[config.mk]
export PLATFORM = sky130hd
export DESIGN_NAME = instruction_fetch_unit_flat
export DESIGN_NICKNAME = d
export VERILOG_FILES = /design/src/rtl/instruction_fetch_unit_if.sv /design/src/rtl/instruction_fetch_unit.sv /design/src/flat_wrapper.sv
export SDC_FILE = /design/constraint.sdc
export NUM_CORES = 1
export LEC_CHECK = 0
export CORE_MARGIN = 2
export CORE_UTILIZATION = 25
export DETAILED_ROUTE_END_ITERATION = 10
export GPL_TIMING_DRIVEN = 0
export PLACE_DENSITY = 0.55
export SLEW_MARGIN = 40
export SYNTH_ARGS = -nofsm -noshare
export SYNTH_HDL_FRONTEND = slang
export SYNTH_SLANG_ARGS = --single-unit
[constraint.sdc]
create_clock -name CLK -period 15.93 [get_ports CLK]
set_input_delay 3.9825 -clock CLK [delete_from_list [all_inputs] [get_ports CLK]]
set_output_delay 3.9825 -clock CLK [all_outputs]
set_load 0.1 [all_outputs]
[src/rtl/instruction_fetch_unit_if.sv]
// Instruction fetch bus: memory read side (Address/Data) and decode side (Instr* handshake).
// Ports: master = fetch unit (drives Address and the instruction stream, receives Data,
//        Redirect/RedirectPC and InstrReady); slave = memory plus decode environment.
interface instruction_fetch_unit_if #(
  parameter int BUF_DEPTH = 2
);
  logic [63:0]                  Address;
  logic [31:0]                  Data;
  logic                         Redirect;
  logic [63:0]                  RedirectPC;
  logic                         InstrValid;
  logic                         InstrReady;
  logic [31:0]                  Instr;
  logic [63:0]                  InstrPC;
  logic [$clog2(BUF_DEPTH):0]   BufCount;

  modport master (
    output Address, InstrValid, Instr, InstrPC, BufCount,
    input  Data, Redirect, RedirectPC, InstrReady
  );

  modport slave (
    input  Address, InstrValid, Instr, InstrPC, BufCount,
    output Data, Redirect, RedirectPC, InstrReady
  );
endinterface

[src/rtl/instruction_fetch_unit.sv]
// Instruction fetch: holds Address for MEM_WAIT cycles, captures Data into a small FIFO, and
// presents words to decode. First word is valid MEM_WAIT+1 cycles after reset/redirect.
// Backpressure: a full FIFO parks the fetch in HOLD with Address frozen until a slot frees.
// Ports: CLK, resetl (sync, active low), ifu (master modport of instruction_fetch_unit_if).
module instruction_fetch_unit #(
  parameter logic [63:0] RESET_PC  = 64'h0,
  parameter int          MEM_WAIT  = 2,
  parameter int          BUF_DEPTH = 2
) (
  input  logic                      CLK,
  input  logic                      resetl,
  instruction_fetch_unit_if.master  ifu
);
  localparam int         PW        = $clog2(BUF_DEPTH);
  localparam int         CW        = PW + 1;
  localparam logic [3:0] WAIT_LAST = 4'(MEM_WAIT - 1);

  typedef enum logic {ST_WAIT, ST_HOLD} state_t;

  state_t          state, state_next;
  logic [3:0]      wait_cnt, wait_cnt_next;
  logic [63:0]     fetch_pc;
  logic [31:0]     instr_mem [BUF_DEPTH];
  logic [63:0]     pc_mem    [BUF_DEPTH];
  logic [PW-1:0]   wr_ptr, rd_ptr;
  logic [CW-1:0]   count;
  logic            valid;
  logic            pop;
  logic            space;
  logic            attempt;
  logic            push;

  assign valid = (count != '0);
  assign pop   = valid && ifu.InstrReady;
  // A slot freed by a same-cycle pop can take the new word.
  assign space = (count < CW'(BUF_DEPTH)) || pop;

  always_ff @(posedge CLK) begin
    if (!resetl) begin
      state    <= ST_WAIT;
      wait_cnt <= '0;
    end else begin
      state    <= state_next;
      wait_cnt <= wait_cnt_next;
    end
  end

  always_comb begin
    state_next    = state;
    wait_cnt_next = wait_cnt;
    attempt       = 1'b0;
    push          = 1'b0;
    case (state)
      ST_WAIT: attempt = (wait_cnt == WAIT_LAST);
      ST_HOLD: attempt = 1'b1;   // data already settled, only waiting for a slot
      default: attempt = 1'b0;
    endcase
    if (ifu.Redirect) begin
      // Any capture due this cycle belongs to the abandoned path.
      state_next    = ST_WAIT;
      wait_cnt_next = '0;
    end else if (attempt) begin
      if (space) begin
        push          = 1'b1;
        state_next    = ST_WAIT;
        wait_cnt_next = '0;
      end else begin
        state_next    = ST_HOLD;  // counter stays saturated at WAIT_LAST
      end
    end else begin
      wait_cnt_next = wait_cnt + 4'd1;
    end
  end

  always_ff @(posedge CLK) begin
    if (!resetl) begin
      fetch_pc <= RESET_PC;
      wr_ptr   <= '0;
      rd_ptr   <= '0;
      count    <= '0;
    end else if (ifu.Redirect) begin
      fetch_pc <= ifu.RedirectPC & ~64'h3;
      wr_ptr   <= '0;
      rd_ptr   <= '0;
      count    <= '0;
    end else begin
      if (push) begin
        fetch_pc <= fetch_pc + 64'd4;
        wr_ptr   <= wr_ptr + PW'(1);
      end
      if (pop) begin
        rd_ptr <= rd_ptr + PW'(1);
      end
      case ({push, pop})
        2'b10:   count <= count + CW'(1);
        2'b01:   count <= count - CW'(1);
        default: count <= count;
      endcase
    end
  end

  // Storage needs no reset: reads are masked to zero while the FIFO is empty.
  always_ff @(posedge CLK) begin
    if (resetl && !ifu.Redirect && push) begin
      instr_mem[wr_ptr] <= ifu.Data;
      pc_mem[wr_ptr]    <= fetch_pc;
    end
  end

  assign ifu.Address    = fetch_pc;
  assign ifu.InstrValid = valid;
  assign ifu.Instr      = valid ? instr_mem[rd_ptr] : 32'h0;
  assign ifu.InstrPC    = valid ? pc_mem[rd_ptr] : 64'h0;
  assign ifu.BufCount   = count;
endmodule

[src/flat_wrapper.sv]
// flat-port wrapper written by rule: the top's interface ports become plain ports
module instruction_fetch_unit_flat 
#(
  parameter logic [63:0] RESET_PC  = 64'h0,
  parameter int          MEM_WAIT  = 2,
  parameter int          BUF_DEPTH = 2
)
  (CLK, resetl, ifu_Address, ifu_InstrValid, ifu_Instr, ifu_InstrPC, ifu_BufCount, ifu_Data, ifu_Redirect, ifu_RedirectPC, ifu_InstrReady);
  instruction_fetch_unit_if #(.BUF_DEPTH(BUF_DEPTH)) ifu_i ();
  input  logic CLK;
  input  logic resetl;
  output wire logic [$bits(ifu_i.Address)-1:0] ifu_Address;
  output wire logic [$bits(ifu_i.InstrValid)-1:0] ifu_InstrValid;
  output wire logic [$bits(ifu_i.Instr)-1:0] ifu_Instr;
  output wire logic [$bits(ifu_i.InstrPC)-1:0] ifu_InstrPC;
  output wire logic [$bits(ifu_i.BufCount)-1:0] ifu_BufCount;
  input wire logic [$bits(ifu_i.Data)-1:0] ifu_Data;
  input wire logic [$bits(ifu_i.Redirect)-1:0] ifu_Redirect;
  input wire logic [$bits(ifu_i.RedirectPC)-1:0] ifu_RedirectPC;
  input wire logic [$bits(ifu_i.InstrReady)-1:0] ifu_InstrReady;
  assign ifu_Address = ifu_i.Address;
  assign ifu_InstrValid = ifu_i.InstrValid;
  assign ifu_Instr = ifu_i.Instr;
  assign ifu_InstrPC = ifu_i.InstrPC;
  assign ifu_BufCount = ifu_i.BufCount;
  assign ifu_i.Data = ifu_Data;
  assign ifu_i.Redirect = ifu_Redirect;
  assign ifu_i.RedirectPC = ifu_RedirectPC;
  assign ifu_i.InstrReady = ifu_InstrReady;
  instruction_fetch_unit #(.RESET_PC(RESET_PC), .MEM_WAIT(MEM_WAIT), .BUF_DEPTH(BUF_DEPTH)) u_core (.CLK(CLK), .resetl(resetl), .ifu(ifu_i));
endmodule
==> results.sh, run 1 <==
export IMPL_status="finished, final reports clean"
export IMPL_crit_fanout=10
export IMPL_clockPowerShare_pct=43.0
export IMPL_r2r_start="u_core.wait_cnt[0]"
export IMPL_p_sw_share_pct=27.7
export IMPL_max_freq_ghz=0.142
export IMPL_yosysSeqAreaShare_pct=62.5
export IMPL_start_kind="flip-flop"
export IMPL_clk_pin_slew_ns=0.06
export IMPL_finalHoldWorstSlack_ns=0.510
export IMPL_area_growth_pct=34.0
export IMPL_end_kind="output port"
export IMPL_synthArstFlopShare_pct=0
export IMPL_yosysUniqueCellTypes=59
export IMPL_power_density_mw_per_mm2=113
export IMPL_cp_slowest_stage_delay_ns=0.65
export IMPL_setup_violations=0
export IMPL_hold_path_startpoint="u_core.rd_ptr"
export IMPL_synth_edf_count=188
export IMPL_cts_max_level=2
export IMPL_pwr_share_comb_pct=12.3
export IMPL_fp_dieW_um=217
export IMPL_worst_slew_pin_slew_ns=0.776
export IMPL_dp_hpwl_mm=28.2
export IMPL_slowest_stage="buf_1"
export IMPL_final_core_util_pct=33.7
export IMPL_vias=8745
export IMPL_cts_setup_buffers=0
export IMPL_ir_drop_mv=0.0660
export IMPL_tritoncts="built"
export IMPL_setup_tns_final_ns=0
export IMPL_grt_pass1_wl_mm=54.6
export IMPL_yosysWarnings=0
export IMPL_synth_cells=924
export IMPL_cts_sinks=260
export IMPL_p_sw_uw=478
export IMPL_postCtsHoldBufs=0
export IMPL_ios=263
export IMPL_postSynthAreaPerCell_um2=12.3
export IMPL_multi_input_area_mm2=0.00391
export IMPL_cts_resized_gates=0
export IMPL_drtAntennaViolNets=0
export IMPL_portBuffers=254
export IMPL_finalWirelength_mm=37.4
export IMPL_crit_top_cell="buf_2"
export IMPL_insertion_delay_ns=0.53
export IMPL_seq_power_share_pct=44.7
export IMPL_slew_violations=0
export IMPL_viasPerCell=4.65
export IMPL_rsz0062_at_grt="no"
export IMPL_fp_dieH_um=217
export IMPL_grt_pass1_vias=8496
export IMPL_gr_total_overflow=0
export IMPL_path_class="flip-flop to output port"
export IMPL_wl_per_cell_um=19.9
export IMPL_required_ns=11.95
export IMPL_hold_viol=0
export IMPL_die_area_mm2=0.0470
export IMPL_track_usage_pct=15.5
export IMPL_seq_area_mm2=0.00709
export IMPL_power_mw=1.72
export IMPL_antenna_found_initial=4
export IMPL_placed_cells=1815
export IMPL_cts_root_buf="clkbuf_16"
export IMPL_numCtsBuffers=34
export IMPL_fillers=4615
export IMPL_drc=0
export IMPL_drive_gt1_share_pct=21.6
export IMPL_gp_congestion=0.789
export IMPL_firstDrtPassIters=5
export IMPL_leakage_nw=5.46
export IMPL_slew_headroom_pct=48.3
export IMPL_num_nets_final=1356
export IMPL_grt_max_degree=13
export IMPL_ff2ff_path_depth=13
export IMPL_p_int_mw=1.25
export IMPL_start_util_pct=25.1
export IMPL_finalCriticalPeriod_ns=7.03
export IMPL_stdcell_count=1881
export IMPL_ys_flop_type="edfxtp_1"
export IMPL_core_mm2=0.0451
export IMPL_clock_skew_ns=0.0183
export IMPL_drv_cap=0
export IMPL_period_share_pct=44.1
export IMPL_ys_ff_latch=260
export IMPL_min_path_cells=2
export IMPL_crit_chain="clkbuf_1, buf_2, buf_1, mux2i_1, nor2_1, buf_2"
export IMPL_worst_ep_arrival_time_ns=3.04
export IMPL_cts_max_path_buffers=3
export IMPL_rows=78
export IMPL_drtIter0Drc=523
export IMPL_hold_class="flip-flop to flip-flop"
export IMPL_synth_area_mm2=0.0113
-- registers in the layout, indices dropped and copies added (netlist names), named ones only --
| register | count |
|---|---|
| u_core.pc_mem | 124 |
| u_core.instr_mem | 64 |
| u_core.ifu.Address | 62 |
| u_core.wait_cnt | 4 |
| u_core.ifu.BufCount | 2 |
| u_core.rd_ptr | 1 |
| u_core.state | 1 |
| u_core.wr_ptr | 1 |
-- power groups by stage --
stage	clock, mW	sequential [mW]	combinational (mW)
after floorplan	0	0.854	0.0742
final	0.741	0.770	0.212
after CTS	0.762	0.770	0.214
after global routing	0.790	0.773	0.222
after global placement	0	0.786	0.224
after detailed placement	0	0.785	0.213
-- per-layer routing --
layer / GRT usage, % / wire (um) / vias to the layer above
met4: 4.09 / 663 / 0
li1: - / - / 4180
met3: 4.16 / 2570 / 41
met1: 20.8 / 16900 / 4242
met2: 24.8 / 17300 / 282
met5: 0 / 0 / -
-- cell usage after synthesis (6+ instances only) --
library cell	number	area [um^2]
nand4_1	17	106
a21oi_1	14	70.1
edfxtp_1	188	5650
xor2_1	9	78.8
xnor2_1	15	131
nor4_1	13	81.3
or3_1	13	81.3
o311a_1	10	100
buf_1	11	41.3
nor3_1	17	85.1
nor2_1	112	420
a31oi_1	30	188
o21ai_0	42	210
inv_1	15	56.3
nand2_1	37	139
dfxtp_1	72	1440
nand2b_1	16	100
or4_1	29	218
mux2i_1	94	941
and4_1	7	61.3
clkbuf_1	38	143
o31ai_1	23	173
o211a_1	11	110
and2_1	6	37.5
nand3_1	23	115
and3_1	6	37.5
-- stage by stage --
step / setup WS (ns) / instance area (um^2)
global placement: -1.35 / 14600
global route: 8.63 / 15200
CTS: 8.73 / 15200
floorplan: 4.25 / 11300
detailed placement: 8.45 / 14100
finish: 8.90 / 15200
-- worst max-delay path, delay by kind of cell, from the launching register on --
family | cells | cell delay [ns]
buffers and inverters | 4 | 1.89
DFF | 1 | 0.30
muxes | 1 | 0.17
and+or+nand+nor | 1 | 0.13
-- worst paths after layout --
check	slack [ns]	to
worst min register to register	0.51	flip-flop
worst min-delay path	0.51	flip-flop
worst max register to register	12.18	u_core.pc_mem[0][58]
worst max-delay path	8.90	ifu_InstrPC[61]
-- layout make-up --
class | instances | area share, %
Tap cell | 600 | 4.94
Clock buffer | 42 | 6.17
Timing Repair Buffer | 289 | 13.1
Antenna cell | 6 | 0.0988
Buffer | 62 | 2.02
Clock inverter | 17 | 0.939
Sequential cell | 260 | 46.7
Inverter | 16 | 0.395
Multi-Input combinational cell | 589 | 25.7
-- cell usage in the layout, fill, tap and decap left out, drive strengths merged, types with 11 or more instances in the layout --
cell type and count:
mux2i 94, nand4 18, clkinv 11, inv 18, nand2 38, o31ai 23
clkbuf 82, o21ai 48, nand2b 16, edfxtp 188, xnor2 15, nor4 14
nor3 18, or4 29, a21oi 14, clkdlybuf4s50 96, nand3 24, buf 215
or3 13, o211a 12, dfxtp 72, nor2 112, a31oi 30
-- kinds of logic (layout without fill, tap and decap cells) --
logic type / count (synthesis) / count (layout) / share of synthesized area [%]
flip-flops: 260 / 260 / 62.5
AO/OA/AOI/OAI: 152 / 152 / 9.03
other: 1 / 10 / 0.0331
multiplexers: 95 / 95 / 8.40
adder cells (fa/ha/maj): 4 / 4 / 0.442
AND/OR/NAND/NOR: 310 / 310 / 14.5
buffers and inverters: 78 / 426 / 3.21
XOR/XNOR: 24 / 24 / 1.85
Power figures use the tool's default switching activity.
==> inputs of run 2 (changes only) <==
--- a/config.mk
+++ b/config.mk
@@ -9,7 +9,7 @@
 export CORE_UTILIZATION = 25
 export DETAILED_ROUTE_END_ITERATION = 10
 export GPL_TIMING_DRIVEN = 0
-export PLACE_DENSITY = 0.55
+export PLACE_DENSITY = 0.56
 export SLEW_MARGIN = 40
 export SYNTH_ARGS = -nofsm -noshare
 export SYNTH_HDL_FRONTEND = slang
==> constraint.sdc (replaced) <==
create_clock -name CLK -period 6.1 [get_ports CLK]
set_input_delay 1.525 -clock CLK [delete_from_list [all_inputs] [get_ports CLK]]
set_output_delay 1.525 -clock CLK [all_outputs]
set_load 0.1 [all_outputs]
==> run 2 against run 1 <==
Net effect: via count shrank 1.1%; worst hold slack gained 0.0034 ns; worst setup slack lost 7.4 ns; register-to-register slack lost 9.6 ns; core utilization is essentially flat; critical path depth is the same; sequential share of layout area grew 0.050 points; non-clock buffer count shrank 16; wire length shrank 0.34%; die area is the same.
==> results.sh, run 2 (synthesis results as in run 1) <==
export IMPL_dp_hpwl_mm=27.7
export IMPL_cts_sinks=260
export IMPL_worst_ep_arrival_time_ns=3.10
export IMPL_slew_headroom_pct=45.9
export IMPL_fillers=4562
export IMPL_start_util_pct=25.1
export IMPL_grt_max_degree=15
export IMPL_placed_area_mm2=0.0141
export IMPL_clk_pin_slew_ns=0.06
export IMPL_start_kind="flip-flop"
export IMPL_worst_slack_ns=1.48
export IMPL_required_ns=4.58
export IMPL_drtAntennaViolNets=0
export IMPL_leakage_nw=5.40
export IMPL_num_nets_final=1337
export IMPL_viasPerCell=4.65
export IMPL_placed_cells=1800
export IMPL_power_mw=4.53
export IMPL_core_mm2=0.0451
export IMPL_finalWirelength_mm=37.3
export IMPL_rows=78
export IMPL_wl_met2_mm=17.1
export IMPL_ff2ff_path_depth=10
export IMPL_period_share_pct=75.7
export IMPL_drtIter0Drc=482
export IMPL_drc=0
export IMPL_r2r_end="u_core.instr_mem[0][22]"
export IMPL_design_area_mm2=0.0152
export IMPL_cp_slowest_stage_delay_ns=0.65
export IMPL_postCtsHoldBufs=0
export IMPL_met3_wirelength_mm=2.69
export IMPL_status="finished, final reports clean"
export IMPL_p_sw_mw=1.23
export IMPL_highest_layer="met5"
export IMPL_fp_dieW_um=217
export IMPL_worst_path_buf_inv=4
export IMPL_insertion_delay_ns=0.58
export IMPL_cts_root_buf="clkbuf_16"
export IMPL_worst_slew_pin_slew_ns=0.811
export IMPL_antenna_found_initial=3
export IMPL_fp_dieH_um=217
export IMPL_r2r_start="u_core.wait_cnt[0]"
export IMPL_wl_per_cell_um=20.0
export IMPL_tritoncts="built"
export IMPL_portBuffers=254
export IMPL_drive_gt1_share_pct=20.4
export IMPL_ios=263
export IMPL_grt_pass1_wl_mm=54.7
export IMPL_drv_cap=0
export IMPL_hold_path_startpoint="u_core.rd_ptr"
export IMPL_clock_skew_ns=0.0187
export IMPL_clockPowerShare_pct=43.4
export IMPL_layout_common_cells="188 x edfxtp_1, 163 x buf_2, 112 x nor2_1"
export IMPL_area_growth_pct=33.9
export IMPL_final_core_util_pct=33.7
export IMPL_gr_total_overflow=0
export IMPL_die_area_mm2=0.0470
export IMPL_cts_setup_buffers=0
export IMPL_r2r_slack_ns=2.62
export IMPL_power_density_mw_per_mm2=299
export IMPL_largest_reg_flops=124
export IMPL_stdcell_count=1860
export IMPL_cts_max_path_buffers=3
export IMPL_end_kind="output port"
export IMPL_numCtsBuffers=31
export IMPL_gp_congestion=0.790
export IMPL_track_usage_pct=15.5
export IMPL_cp_top_family="buffers and inverters"
export IMPL_pwr_share_comb_pct=12.2
export IMPL_slowest_stage="buf_1"
export IMPL_grt_pass1_vias=8557
export IMPL_place_ws_ns=1.38
export IMPL_final_common_cell="edfxtp_1"
export IMPL_slew_violations=0
export IMPL_hold_viol=0
export IMPL_setup_tns_final_ns=0
export IMPL_path_class="flip-flop to output port"
export IMPL_cts_max_level=1
export IMPL_p_int_mw=3.30
export IMPL_setup_violations=0
export IMPL_met1Wirelength_mm=16.5
export IMPL_max_freq_ghz=0.216
export IMPL_rsz0062_at_grt="no"
export IMPL_finalHoldWorstSlack_ns=0.514
export IMPL_seq_power_share_pct=44.4
export IMPL_vias=8651
export IMPL_largest_register="u_core.pc_mem"
export IMPL_crit_fanout=10
export IMPL_hold_path_end="u_core.rd_ptr"
export IMPL_min_path_cells=2
export IMPL_crit_top_cell="buf_2"
export IMPL_p_sw_share_pct=27.1
export IMPL_ir_drop_mv=0.198
export IMPL_cts_resized_gates=0
export IMPL_crit_chain="clkbuf_1, buf_2, buf_1, mux2i_1, nor2_1, buf_2"
export IMPL_firstDrtPassIters=5
export IMPL_hold_class="flip-flop to flip-flop"
export IMPL_finalCriticalPeriod_ns=4.62
[run 2: cell types whose count changed in the layout (fill, tap and decap cells not counted), sizes merged]
| cell | before | now |
|---|---|---|
| clkinvlp | 2 | 1 |
| clkbuf | 82 | 80 |
| buf | 215 | 199 |
| inv | 18 | 17 |
| bufinv | 2 | 7 |
| diode | 6 | 3 |
| clkinv | 11 | 8 |
[run 2: how the worst max path moves through the flow]
stage | endpoint | slack (ns) | cells after the start | start
floorplan | u_core.instr_mem[1][0] | -0.25 | 5 | ifu_Redirect
global placement | u_core.pc_mem[1][54] | -3.66 | 5 | ifu_InstrReady
detailed placement | u_core.instr_mem[0][26] | 1.38 | 10 | ifu_InstrReady
CTS | ifu_InstrPC[40] | 1.34 | 5 | u_core.ifu.BufCount[0]
global route | ifu_InstrPC[56] | 1.25 | 6 | flip-flop
finish | ifu_InstrPC[47] | 1.48 | 6 | flip-flop
[run 2: cell type report]
type / count / area [um^2] / area share [%]
Antenna cell: 3 / 7.51 / 0.0495
Clock buffer: 40 / 810 / 5.34
Inverter: 16 / 60.1 / 0.396
Timing Repair Buffer: 273 / 1960 / 12.9
Tap cell: 600 / 751 / 4.95
Sequential cell: 260 / 7090 / 46.7
Buffer: 62 / 309 / 2.04
Multi-Input combinational cell: 589 / 3920 / 25.8
Clock inverter: 17 / 270 / 1.78
[run 2: worst min-delay path, stage by stage (launching register included)]
cell	delay, ns
dfxtp_1	0.32
xnor2_1	0.08
nor2_1	0.07
[run 2: layer usage]
layer	up-vias	GRT usage, %
met4	2	4.70
li1	4125	-
met1	4181	20.3
met2	285	25.1
met5	-	0
met3	58	3.91
[run 2: power by group through the flow]
stage	sequential (mW)	clock [mW]	combinational, mW
6_report	2.01	1.97	0.555
5_1_grt	2.02	2.10	0.583
4_1_cts	2.01	2.03	0.559
3_5_place_dp	2.05	0	0.558
3_3_place_gp	2.05	0	0.586
2_1_floorplan	2.23	0	0.194
==> inputs of run 3 (changes only) <==
==> constraint.sdc (replaced) <==
create_clock -name CLK -period 3.8 [get_ports CLK]
set_input_delay 0.95 -clock CLK [delete_from_list [all_inputs] [get_ports CLK]]
set_output_delay 0.95 -clock CLK [all_outputs]
set_load 0.1 [all_outputs]
==> run 3 against run 2 <==
Net effect: flip-flop and latch count unchanged; largest power group is now the clock network; register-to-register slack lost 2.1 ns; via count grew 1.4%; clock power is 65% higher; sequential share of layout area decreased by 0.87 points; critical path type unchanged; largest cell class unchanged; critical endpoint is now ifu_InstrPC[37]; total power increased by 63%; worst hold slack better by 0.018 ns; global-route usage is 0.075 points higher; cell count unchanged.
==> results.sh, run 3 (synthesis results as in run 1) <==
export IMPL_final_core_util_pct=34.3
export IMPL_drtAntennaViolNets=0
export IMPL_drc=0
export IMPL_viasPerCell=4.72
export IMPL_fp_dieW_um=217
export IMPL_hold_class="flip-flop to flip-flop"
export IMPL_pwr_share_comb_pct=12.3
export IMPL_cp_top_family="buffers and inverters"
export IMPL_required_ns=2.85
export IMPL_path_class="flip-flop to output port"
export IMPL_core_mm2=0.0451
export IMPL_antenna_found_initial=7
export IMPL_slowest_stage="clkbuf_2"
export IMPL_p_sw_share_pct=26.8
export IMPL_largest_register="u_core.pc_mem"
export IMPL_insertion_delay_ns=0.57
export IMPL_grt_max_degree=15
export IMPL_tritoncts="built"
export IMPL_placed_area_mm2=0.0143
export IMPL_p_sw_mw=1.98
export IMPL_ir_drop_mv=0.331
export IMPL_setup_violations=0
export IMPL_cp_slowest_stage_delay_ns=0.50
export IMPL_drive_gt1_share_pct=27.0
export IMPL_cts_max_path_buffers=3
export IMPL_layout_common_cells="188 x edfxtp_1, 163 x buf_2, 95 x clkdlybuf4s50_1"
export IMPL_p_int_mw=5.41
export IMPL_drtIter0Drc=547
export IMPL_worst_path_buf_inv=3
export IMPL_period_share_pct=95.3
export IMPL_final_common_cell="edfxtp_1"
export IMPL_cts_max_level=1
export IMPL_num_nets_final=1339
export IMPL_area_growth_pct=36.4
export IMPL_gp_congestion=0.781
export IMPL_finalHoldWorstSlack_ns=0.531
export IMPL_crit_fanout=10
export IMPL_start_util_pct=25.1
export IMPL_grt_pass1_wl_mm=54.9
export IMPL_hold_viol=0
export IMPL_gr_total_overflow=0
export IMPL_die_area_mm2=0.0470
export IMPL_numCtsBuffers=31
export IMPL_leakage_nw=5.48
export IMPL_worst_ep_arrival_time_ns=2.67
export IMPL_cts_sinks=260
export IMPL_vias=8776
export IMPL_slew_headroom_pct=43.1
export IMPL_drv_cap=0
export IMPL_max_freq_ghz=0.276
export IMPL_design_area_mm2=0.0155
export IMPL_finalWirelength_mm=37.6
export IMPL_status="finished, final reports clean"
export IMPL_fp_dieH_um=217
export IMPL_clockPowerShare_pct=44.1
export IMPL_rows=78
export IMPL_portBuffers=254
export IMPL_clock_skew_ns=0.0231
export IMPL_end_kind="output port"
export IMPL_finalCriticalPeriod_ns=3.62
export IMPL_seq_power_share_pct=43.6
export IMPL_slew_violations=0
export IMPL_power_density_mw_per_mm2=478
export IMPL_grt_pass1_vias=8488
export IMPL_dp_hpwl_mm=28.2
export IMPL_firstDrtPassIters=5
export IMPL_crit_chain="nor2_2, clkbuf_2, clkbuf_2, nor2_2, buf_2"
export IMPL_cts_root_buf="clkbuf_16"
export IMPL_worst_slew_pin_slew_ns=0.853
export IMPL_ios=263
export IMPL_setup_tns_final_ns=0
export IMPL_largest_reg_flops=124
export IMPL_rsz0062_at_grt="no"
export IMPL_wl_per_cell_um=20.2
export IMPL_track_usage_pct=15.5
export IMPL_start_kind="flip-flop"
export IMPL_clk_pin_slew_ns=0.06
==> run 3: tightest hold or removal path, stage by stage (launching register included) <==
cell,delay [ns]
dfxtp_1,0.36
nand2_1,0.07
a21oi_1,0.05
==> run 3: repair_timing <==
action                                  in CTS  in global routing
setup buffers                                0                  0
hold buffers                                 0                  0
gates resized for setup                     19                  2
endpoints found under the hold margin        0                  0
endpoints found under the setup margin      60                  6
==> run 3: per-stage QoR <==
| stage | total power [mW] | instances | worst slack, ns |
|---|---|---|---|
| final | 7.39 | 1860 | 0.180 |
| after global routing | 7.64 | 1857 | 0.0195 |
| after CTS | 7.49 | 1857 | 0.00205 |
| after detailed placement | 4.20 | 1802 | -0.0233 |
| after global placement | 4.25 | 1781 | -2.79 |
| after floorplan | 3.90 | 927 | -0.295 |
==> run 3: power by group through the flow <==
stage | registers (mW) | clock network [mW] | logic [mW]
after floorplan | 3.58 | 0 | 0.327
after global placement | 3.29 | 0 | 0.956
after detailed placement | 3.29 | 0 | 0.911
after CTS | 3.23 | 3.34 | 0.914
after global routing | 3.24 | 3.45 | 0.948
final | 3.23 | 3.26 | 0.908
==> run 3: final timing paths <==
kind | startpoint | slack [ns] | cells past startpoint | end
min reg2reg | u_core.wait_cnt[2] | 0.53 | 2 | u_core.wait_cnt[2]
max | u_core.ifu.BufCount[0] | 0.18 | 5 | ifu_InstrPC[37]
min | u_core.wait_cnt[2] | 0.53 | 2 | u_core.wait_cnt[2]
max reg2reg | u_core.wait_cnt[0] | 0.55 | 11 | u_core.instr_mem[1][30]
==> run 3: area by class of cell <==
type                    count  area [um^2]
diodes                      3         7.51
plain buffers              62          367
clock buffers              38          822
clock inverters            17          294
fillers                  4552        29600
inverters                  16         67.6
multi-input cells         589         4080
flip-flops and latches    260         7090
well taps                 600          751
repair buffers            275         1990
==> run 3: routing by layer <==
layer | global-route usage (%) | part of all wire (%)
met2 | 25.7 | 47
met1 | 20.2 | 44
met5 | 0 | 0.13
met4 | 3.70 | 2.3
met3 | 4.23 | 7.1
